===== config.mk =====
export PLATFORM = sky130hd
export DESIGN_NAME = bec_op_sequencer
export DESIGN_NICKNAME = d
export VERILOG_FILES = /design/src/rtl/bec_seq_pkg.sv /design/src/rtl/bec_field_regfile.sv /design/src/rtl/bec_op_sequencer.sv
export SDC_FILE = /design/constraint.sdc
export NUM_CORES = 2
export LEC_CHECK = 0
export CAP_MARGIN = 15
export CORE_MARGIN = 10
export CORE_UTILIZATION = 29
export CTS_BUF_LIST = sky130_fd_sc_hd__clkbuf_16
export DETAILED_ROUTE_END_ITERATION = 7
export SLEW_MARGIN = 20
export SYNTH_ARGS = -nofsm -noshare
export SYNTH_HDL_FRONTEND = slang
export SYNTH_HIERARCHICAL = 1
export SYNTH_SLANG_ARGS = --single-unit

===== constraint.sdc =====
create_clock -name wb_clk_i -period 34.9 [get_ports wb_clk_i]
set_clock_uncertainty 0.15 [all_clocks]
set_input_delay 6.98 -clock wb_clk_i [delete_from_list [all_inputs] [get_ports wb_clk_i]]
set_output_delay 6.98 -clock wb_clk_i [all_outputs]
set_load 0.1 [all_outputs]

===== src/rtl/bec_seq_pkg.sv =====
// rtl/bec_seq_pkg.sv - shared types and constants for the BEC op sequencer
// Purpose: FSM state encoding, register map addresses and CTRL/STATUS bit
//          positions shared by bec_field_regfile and bec_op_sequencer.
// Ports:   none (package).
package bec_seq_pkg;

  // Values double as the STATUS[6:4] state field.
  typedef enum logic [2:0] {
    IDLE = 3'd0,
    LOAD = 3'd1,
    GAP  = 3'd2,
    RUN  = 3'd3,
    CAPT = 3'd4
  } seq_state_e;

  localparam int CTRL_ADDR       = 56;
  localparam int STATUS_ADDR     = 57;
  localparam int WORDS_PER_FIELD = 6;

  localparam int CTRL_START_BIT   = 0;
  localparam int CTRL_IRQ_CLR_BIT = 1;

  localparam int STAT_BUSY_BIT      = 0;
  localparam int STAT_IRQ_BIT       = 1;
  localparam int STAT_ERR_EARLY_BIT = 2;
  localparam int STAT_ERR_TO_BIT    = 3;
  localparam int STAT_STATE_LSB     = 4;

endpackage


===== src/rtl/bec_field_regfile.sv =====
// rtl/bec_field_regfile.sv - wide operand/key/result storage with 32-bit word access
// Purpose: holds NUM_OPERANDS operand slots, one key slot and one result slot,
//          each FIELD_W bits, addressed as slot*8 + word. Words 0..5 map bits
//          [32w+31:32w]; bits above FIELD_W are dropped on write and read 0.
// Ports:
//   clk_i, rst_i       clock, asynchronous active-high reset
//   wr_en_i            word write strobe (caller gates it while busy)
//   addr_i, wdata_i    word address and write data
//   res_we_i           load result slot from res_data_i
//   rdata_o            combinational read of the addressed word
//   operands_o, key_o, result_o   full-width slot contents
module bec_field_regfile
  import bec_seq_pkg::*;
#(
  parameter int NUM_OPERANDS = 4,
  parameter int FIELD_W      = 163,
  parameter int ADDR_W       = 6
) (
  input  logic                                  clk_i,
  input  logic                                  rst_i,
  input  logic                                  wr_en_i,
  input  logic [ADDR_W-1:0]                     addr_i,
  input  logic [31:0]                           wdata_i,
  input  logic                                  res_we_i,
  input  logic [FIELD_W-1:0]                    res_data_i,
  output logic [31:0]                           rdata_o,
  output logic [NUM_OPERANDS-1:0][FIELD_W-1:0]  operands_o,
  output logic [FIELD_W-1:0]                    key_o,
  output logic [FIELD_W-1:0]                    result_o
);

  localparam int NSLOTS = NUM_OPERANDS + 2;
  localparam int SLOT_W = ADDR_W - 3;
  localparam int PAD_W  = WORDS_PER_FIELD * 32;

  logic [FIELD_W-1:0] slot_q [NSLOTS];
  logic [SLOT_W-1:0]  a_slot;
  logic [2:0]         a_word;
  logic               a_word_ok;

  assign a_slot    = addr_i[ADDR_W-1:3];
  assign a_word    = addr_i[2:0];
  assign a_word_ok = (a_word < 3'(WORDS_PER_FIELD));

  // Zero-padding to a whole number of words makes the partial top word fall
  // out naturally: excess write bits are truncated, excess read bits are 0.
  function automatic logic [FIELD_W-1:0] merge_word(input logic [FIELD_W-1:0] cur,
                                                    input logic [2:0] w,
                                                    input logic [31:0] d);
    logic [PAD_W-1:0] pad;
    pad = PAD_W'(cur);
    pad[int'(w)*32 +: 32] = d;
    return pad[FIELD_W-1:0];
  endfunction

  function automatic logic [31:0] read_word(input logic [FIELD_W-1:0] cur,
                                            input logic [2:0] w);
    logic [PAD_W-1:0] pad;
    pad = PAD_W'(cur);
    return pad[int'(w)*32 +: 32];
  endfunction

  always_ff @(posedge clk_i or posedge rst_i) begin
    if (rst_i) begin
      for (int s = 0; s < NSLOTS; s++) slot_q[s] <= '0;
    end else begin
      // Result slot is not host-writable; only the capture path loads it.
      for (int s = 0; s < NSLOTS - 1; s++) begin
        if (wr_en_i && a_word_ok && (a_slot == SLOT_W'(s)))
          slot_q[s] <= merge_word(slot_q[s], a_word, wdata_i);
      end
      if (res_we_i) slot_q[NSLOTS-1] <= res_data_i;
    end
  end

  always_comb begin
    rdata_o = '0;
    for (int s = 0; s < NSLOTS; s++) begin
      if (a_word_ok && (a_slot == SLOT_W'(s))) rdata_o = read_word(slot_q[s], a_word);
    end
  end

  always_comb begin
    for (int i = 0; i < NUM_OPERANDS; i++) operands_o[i] = slot_q[i];
  end

  assign key_o    = slot_q[NUM_OPERANDS];
  assign result_o = slot_q[NUM_OPERANDS+1];

endmodule


===== src/rtl/bec_op_sequencer.sv =====
// rtl/bec_op_sequencer.sv - operand/scalar sequencer for the sm_bec_v3 core
// Purpose: loads operands into the core over load_data/trigLoad, feeds the
//          scalar MSB-first on ki per next_key, captures the result on done
//          and raises a sticky irq. Optional watchdog: BEC_SEQ_WATCHDOG_EN.
// Ports:
//   wb_clk_i, wb_rst_i                 clock, asynchronous active-high reset
//   reg_we, reg_addr, reg_wdata        register write port
//   reg_rdata                          combinational register read
//   irq, busy                          completion interrupt, run in progress
//   core_enable, core_load_data, core_load_status, core_data_out, core_ki
//                                      drive to the core
//   core_trig_load, core_next_key, core_done, core_data_in
//                                      returns from the core
module bec_op_sequencer
  import bec_seq_pkg::*;
#(
  parameter int NUM_OPERANDS = 4,
  parameter int FIELD_W      = 163,
  parameter int ADDR_W       = 6,
  parameter int TIMEOUT_CYC  = 2**20
) (
  input  logic               wb_clk_i,
  input  logic               wb_rst_i,
  input  logic               reg_we,
  input  logic [ADDR_W-1:0]  reg_addr,
  input  logic [31:0]        reg_wdata,
  output logic [31:0]        reg_rdata,
  output logic               irq,
  output logic               busy,
  output logic               core_enable,
  output logic               core_load_data,
  output logic [2:0]         core_load_status,
  output logic [FIELD_W-1:0] core_data_out,
  input  logic               core_trig_load,
  output logic               core_ki,
  input  logic               core_next_key,
  input  logic               core_done,
  input  logic [FIELD_W-1:0] core_data_in
);

  localparam int BIT_W = $clog2(FIELD_W);

  seq_state_e         state_q, state_d;
  logic [2:0]         slot_q, slot_d;
  logic [BIT_W-1:0]   bit_idx_q, bit_idx_d;
  logic               key_exh_q, key_exh_d;
  logic               irq_q, irq_d;
  logic               err_early_q, err_early_d;
  logic               err_to_q, err_to_d;
  logic               res_we;
  logic               timeout;

  logic               ctrl_wr, start_req, irq_clr;
  logic [31:0]        rf_rdata;
  logic [FIELD_W-1:0] key;
  logic [FIELD_W-1:0] op_sel;
  logic [FIELD_W-1:0] result_unused;
  logic [NUM_OPERANDS-1:0][FIELD_W-1:0] operands;

  assign busy      = (state_q != IDLE);
  assign irq       = irq_q;
  assign ctrl_wr   = reg_we && (reg_addr == ADDR_W'(CTRL_ADDR));
  assign start_req = ctrl_wr && reg_wdata[CTRL_START_BIT];
  assign irq_clr   = ctrl_wr && reg_wdata[CTRL_IRQ_CLR_BIT];

  bec_field_regfile #(
    .NUM_OPERANDS (NUM_OPERANDS),
    .FIELD_W      (FIELD_W),
    .ADDR_W       (ADDR_W)
  ) u_regfile (
    .clk_i      (wb_clk_i),
    .rst_i      (wb_rst_i),
    .wr_en_i    (reg_we && !busy),
    .addr_i     (reg_addr),
    .wdata_i    (reg_wdata),
    .res_we_i   (res_we),
    .res_data_i (core_data_in),
    .rdata_o    (rf_rdata),
    .operands_o (operands),
    .key_o      (key),
    .result_o   (result_unused)
  );

  always_comb begin
    op_sel = '0;
    for (int i = 0; i < NUM_OPERANDS; i++) begin
      if (slot_q == 3'(i)) op_sel = operands[i];
    end
  end

`ifdef BEC_SEQ_WATCHDOG_EN
  localparam int WD_W = $clog2(TIMEOUT_CYC + 1);

  logic [WD_W-1:0] wd_q, wd_d;
  logic            wd_active, wd_clear;

  // Counts stalled cycles; any forward progress from the core restarts it.
  always_comb begin
    wd_active = (state_q == LOAD) || (state_q == GAP) || (state_q == RUN);
    wd_clear  = ((state_q == LOAD) && core_trig_load) ||
                ((state_q == RUN)  && core_next_key);
    wd_d      = '0;
    timeout   = 1'b0;
    if (wd_active && !wd_clear) begin
      if (wd_q == WD_W'(TIMEOUT_CYC - 1)) timeout = 1'b1;
      else                                wd_d    = wd_q + 1'b1;
    end
  end

  always_ff @(posedge wb_clk_i or posedge wb_rst_i) begin
    if (wb_rst_i) wd_q <= '0;
    else          wd_q <= wd_d;
  end
`else
  localparam int unused_timeout_cyc = TIMEOUT_CYC;
  assign timeout = 1'b0;
`endif

  always_comb begin
    state_d          = state_q;
    slot_d           = slot_q;
    bit_idx_d        = bit_idx_q;
    key_exh_d        = key_exh_q;
    irq_d            = irq_q;
    err_early_d      = err_early_q;
    err_to_d         = err_to_q;
    res_we           = 1'b0;
    core_enable      = 1'b0;
    core_load_data   = 1'b0;
    core_load_status = '0;
    core_data_out    = '0;
    core_ki          = 1'b0;

    // Applied first so a same-cycle clear+start from IDLE clears, then starts,
    // and a completion in CAPT overrides a simultaneous clear.
    if (irq_clr) irq_d = 1'b0;

    unique case (state_q)
      IDLE: begin
        if (start_req) begin
          slot_d      = '0;
          bit_idx_d   = BIT_W'(FIELD_W - 1);
          key_exh_d   = 1'b0;
          err_early_d = 1'b0;
          err_to_d    = 1'b0;
          state_d     = LOAD;
        end
      end
      LOAD: begin
        core_load_data   = 1'b1;
        core_load_status = slot_q;
        core_data_out    = op_sel;
        if (core_trig_load) begin
          if (slot_q == 3'(NUM_OPERANDS - 1)) begin
            state_d = RUN;
          end else begin
            slot_d  = slot_q + 3'd1;
            state_d = GAP;
          end
        end
      end
      GAP: begin
        state_d = LOAD;
      end
      RUN: begin
        core_enable = 1'b1;
        core_ki     = !key_exh_q && key[bit_idx_q];
        if (core_done) begin
          // done wins over a coincident next_key: bit_idx is left alone
          state_d = CAPT;
          if (!key_exh_q) err_early_d = 1'b1;
        end else if (core_next_key) begin
          if (bit_idx_q != '0) bit_idx_d = bit_idx_q - 1'b1;
          else                 key_exh_d = 1'b1;
        end
      end
      CAPT: begin
        core_enable = 1'b1;
        res_we      = 1'b1;
        irq_d       = 1'b1;
        state_d     = IDLE;
      end
      default: state_d = IDLE;
    endcase

    if (timeout) begin
      state_d  = IDLE;
      err_to_d = 1'b1;
      irq_d    = 1'b1;
    end
  end

  always_ff @(posedge wb_clk_i or posedge wb_rst_i) begin
    if (wb_rst_i) begin
      state_q     <= IDLE;
      slot_q      <= '0;
      bit_idx_q   <= '0;
      key_exh_q   <= 1'b0;
      irq_q       <= 1'b0;
      err_early_q <= 1'b0;
      err_to_q    <= 1'b0;
    end else begin
      state_q     <= state_d;
      slot_q      <= slot_d;
      bit_idx_q   <= bit_idx_d;
      key_exh_q   <= key_exh_d;
      irq_q       <= irq_d;
      err_early_q <= err_early_d;
      err_to_q    <= err_to_d;
    end
  end

  always_comb begin
    reg_rdata = rf_rdata;
    if (reg_addr == ADDR_W'(STATUS_ADDR)) begin
      reg_rdata                          = '0;
      reg_rdata[STAT_BUSY_BIT]           = busy;
      reg_rdata[STAT_IRQ_BIT]            = irq_q;
      reg_rdata[STAT_ERR_EARLY_BIT]      = err_early_q;
      reg_rdata[STAT_ERR_TO_BIT]         = err_to_q;
      reg_rdata[STAT_STATE_LSB +: 3]     = state_q;
    end else if (reg_addr == ADDR_W'(CTRL_ADDR)) begin
      reg_rdata = '0;
    end
  end

endmodule

==> flow_metrics.env <==
export IMPL_p_int_w=0.00227
export IMPL_io_pins=410
export IMPL_wl_per_cell_um=29.9
export IMPL_syn_nets=5195
export IMPL_clk_latency_ns=0.75
export IMPL_p_seq_frac=0.362
export IMPL_synth_distinct_cells=76
export IMPL_fin_ws_ns=15.66
export IMPL_ant_nets=0
export IMPL_r2r_end="u_regfile/operands_o[618]"
export IMPL_overflow=0
export IMPL_die_y_um=442
export IMPL_drt_wl_total_um=227000
export IMPL_critical_path_top_delay_family="buffers and inverters"
export IMPL_layout_common_cells="dfrtp_1 (993), nand2_1 (691), o21ai_0 (584), mux2_2 (493), clkdlybuf4s50_1 (403)"
export IMPL_grtUsageTotal=0.225
export IMPL_drt_iter0_markers=5442
export IMPL_clkSinkCount=995
export IMPL_port_buffers=409
export IMPL_maxSlewHeadroom=0.00365
export IMPL_clock_fmax_mhz=52.0
export IMPL_dr_pass1_iters=6
export IMPL_synth_async_reset_ratio=1.00
export IMPL_finalHoldViolCount=0
export IMPL_ys_seq_elements=995
export IMPL_antenna_found_initial=42
export IMPL_path_cells="buf_6 -> buf_4 -> buf_4 -> nor2b_1 -> buf_4 -> nand2_1 -> a311oi_1 -> and2_1 -> clkdlybuf4s50_1"
export IMPL_worstSetupPathType="in -> out"
export IMPL_coreArea_um2=176000
export IMPL_cts_buffer_depth=3
export IMPL_area_growth_pct=18.3
export IMPL_maxCapViolations=1
export IMPL_finalCritPeriodShare=0.551
export IMPL_setup_tns_ns=0
export IMPL_violations="max-capacitance violations"
export IMPL_cts_made_buffers=107
export IMPL_die_w_um=442
export IMPL_avgSynthCellArea_um2=10.4
export IMPL_grt_start_max_net_pins=167
export IMPL_r2r_slack_ns=29.98
export IMPL_timing_hold_ws_ns=0.349
export IMPL_h_tree_depth=3
export IMPL_finalCriticalPeriod_ns=19.24
export IMPL_via_per_inst=5.82
export IMPL_comb_power_share=0.334
export IMPL_critPathBufInv=5
export IMPL_crit_path_max_fanout=47
export IMPL_place_ws_ns=15.88
export IMPL_critPathRequiredTime_ns=27.77
export IMPL_power_w=0.00377
export IMPL_fin_nets=5345
export IMPL_cts_resized_gates=0
export IMPL_cts_tree="done"
export IMPL_ir_drop_mv=0.0459
export IMPL_rsz0062_at_grt="false"
export IMPL_final_common_cell="dfrtp_1"
export IMPL_status="finished with violations"
export IMPL_r2r_cells=8
export IMPL_drc=0
export IMPL_power_share_switching=0.400
export IMPL_p_leak_nw=25.9
export IMPL_clockRootBuffer="clkbuf_16"
export IMPL_startpoint_type="input port"
export IMPL_powerDensity_nw_per_um2=61.9
export IMPL_yosysWarningCount=6
export IMPL_postCtsHoldBufs=0
export IMPL_r2r_start="state_q[1]"
export IMPL_initial_core_util=0.292
export IMPL_synth_edf_count=0
export IMPL_drv_slew=0
export IMPL_worstSetupEndpointType="output pin"
export IMPL_first_global_vias=42700
export IMPL_crit_path_frequent_cell="buf_4"
export IMPL_num_rows=154
export IMPL_hp_start="u_regfile/result_o[79]"
export IMPL_critical_path_slowest_cell="a311oi_1"
export IMPL_slowest_delay_ns=1.22
export IMPL_post_cts_setup_buffer_count=0
export IMPL_switching_power_w=0.00151
export IMPL_min_to="u_regfile/result_o[79]"
export IMPL_hold_depth=1
export IMPL_gp_congestion=0.961
export IMPL_yosysSeqAreaShare=0.483
export IMPL_grt_pass1_wl_um=323000
export IMPL_num_vias=44100
export IMPL_tightestPinTransition_ns=1.48
export IMPL_min_path_type="reg -> reg"
export IMPL_hpwl_um=156000
export IMPL_arrival_ns=12.11
export IMPL_clkPwrFrac=0.304
export IMPL_drive_above_1_share=0.182
export IMPL_ys_flop_type="dfrtp_1"
export IMPL_syn_area_um2=51500
export IMPL_setup_viol=0
export IMPL_syn_inst=4976
export IMPL_die_area_um2=195000
export IMPL_cts_clk_slew_worst_paths_ns=0.06
Yosys cell counts, drive strengths merged (141+ instances only):
cell type / count / share of area
a21oi: 236 / 0.023
a221oi: 214 / 0.036
buf: 141 / 0.017
clkbuf: 315 / 0.023
dfrtp: 995 / 0.48
mux2: 508 / 0.11
mux2i: 169 / 0.033
mux4: 156 / 0.068
nand2: 712 / 0.052
nor2: 404 / 0.030
nor3: 180 / 0.018
o21ai: 593 / 0.058
sequential cells by signal, indices dropped and copies added, names as in the netlist, 3 cells and up:
register              flops
slot_q                    3
u_regfile/key_o         163
u_regfile/operands_o    652
bit_idx_q                 8
u_regfile/result_o      163
state_q                   3
worst register-to-register path, stage by stage (launching register included):
cell and delay (ns):
dfrtp_1 0.49, nor3_2 0.62, inv_1 0.29, nor2_1 0.72, nor3b_2 0.48, nand2_1 0.28
nor2_4 0.82, buf_4 0.55, mux2_2 0.42
cell families after synthesis:
| family | synth area share |
|---|---|
| AOI/OAI and AO/OA | 0.144 |
| adders and majority gates | 0.00291 |
| buffers and inverters | 0.0418 |
| DFF | 0.483 |
| muxes | 0.212 |
| and+or+nand+nor | 0.116 |
layer usage:
layer / vias to the layer above / track usage / wire length, µm
met5: - / 0 / 300
met4: 42 / 0.148 / 17100
met3: 696 / 0.0661 / 24400
met2: 2707 / 0.329 / 96300
met1: 22200 / 0.288 / 88600
li1: 18400 / - / -
how the worst max path moves through the flow:
stage                     cells past startpoint  slack [ns]   startpoint            endpoint
after detailed placement                     10       15.88  reg_addr[0]       reg_rdata[21]
after global placement                       10       15.92  reg_addr[0]       reg_rdata[21]
after floorplan                               1        0.26     wb_rst_i  u_regfile/key_o[0]
final                                         9       15.66  reg_addr[1]       reg_rdata[13]
after global routing                         10       15.51  reg_addr[0]       reg_rdata[21]
after CTS                                    10       15.88  reg_addr[0]       reg_rdata[21]
area by class of cell:
type / count / area, µm²
clock inverters: 92 / 791
well taps: 2340 / 2930
inverters: 22 / 97.6
repair buffers: 498 / 4810
fillers: 17900 / 116000
clock buffers: 107 / 2680
diodes: 14 / 35.0
flip-flops and latches: 995 / 24900
multi-input cells: 3502 / 24700
power by group through the flow:
stage               Sequential [W]  Clock, W  Combinational [W]
floorplan                  0.00135         0           0.000848
global placement           0.00138         0            0.00125
detailed placement         0.00139         0            0.00126
CTS                        0.00137   0.00116            0.00126
global route               0.00138   0.00121            0.00133
finish                     0.00137   0.00115            0.00126
through the flow:
step            util  area [µm²]  instances
2_1_floorplan      -       51500       4976
4_1_cts        0.345       60900       7554
6_report       0.345       61000       7570
5_1_grt        0.345       61000       7565
3_3_place_gp   0.325       57400       7355
3_5_place_dp   0.325       57400       7355
Note: power is estimated with default switching activity, not from simulation.
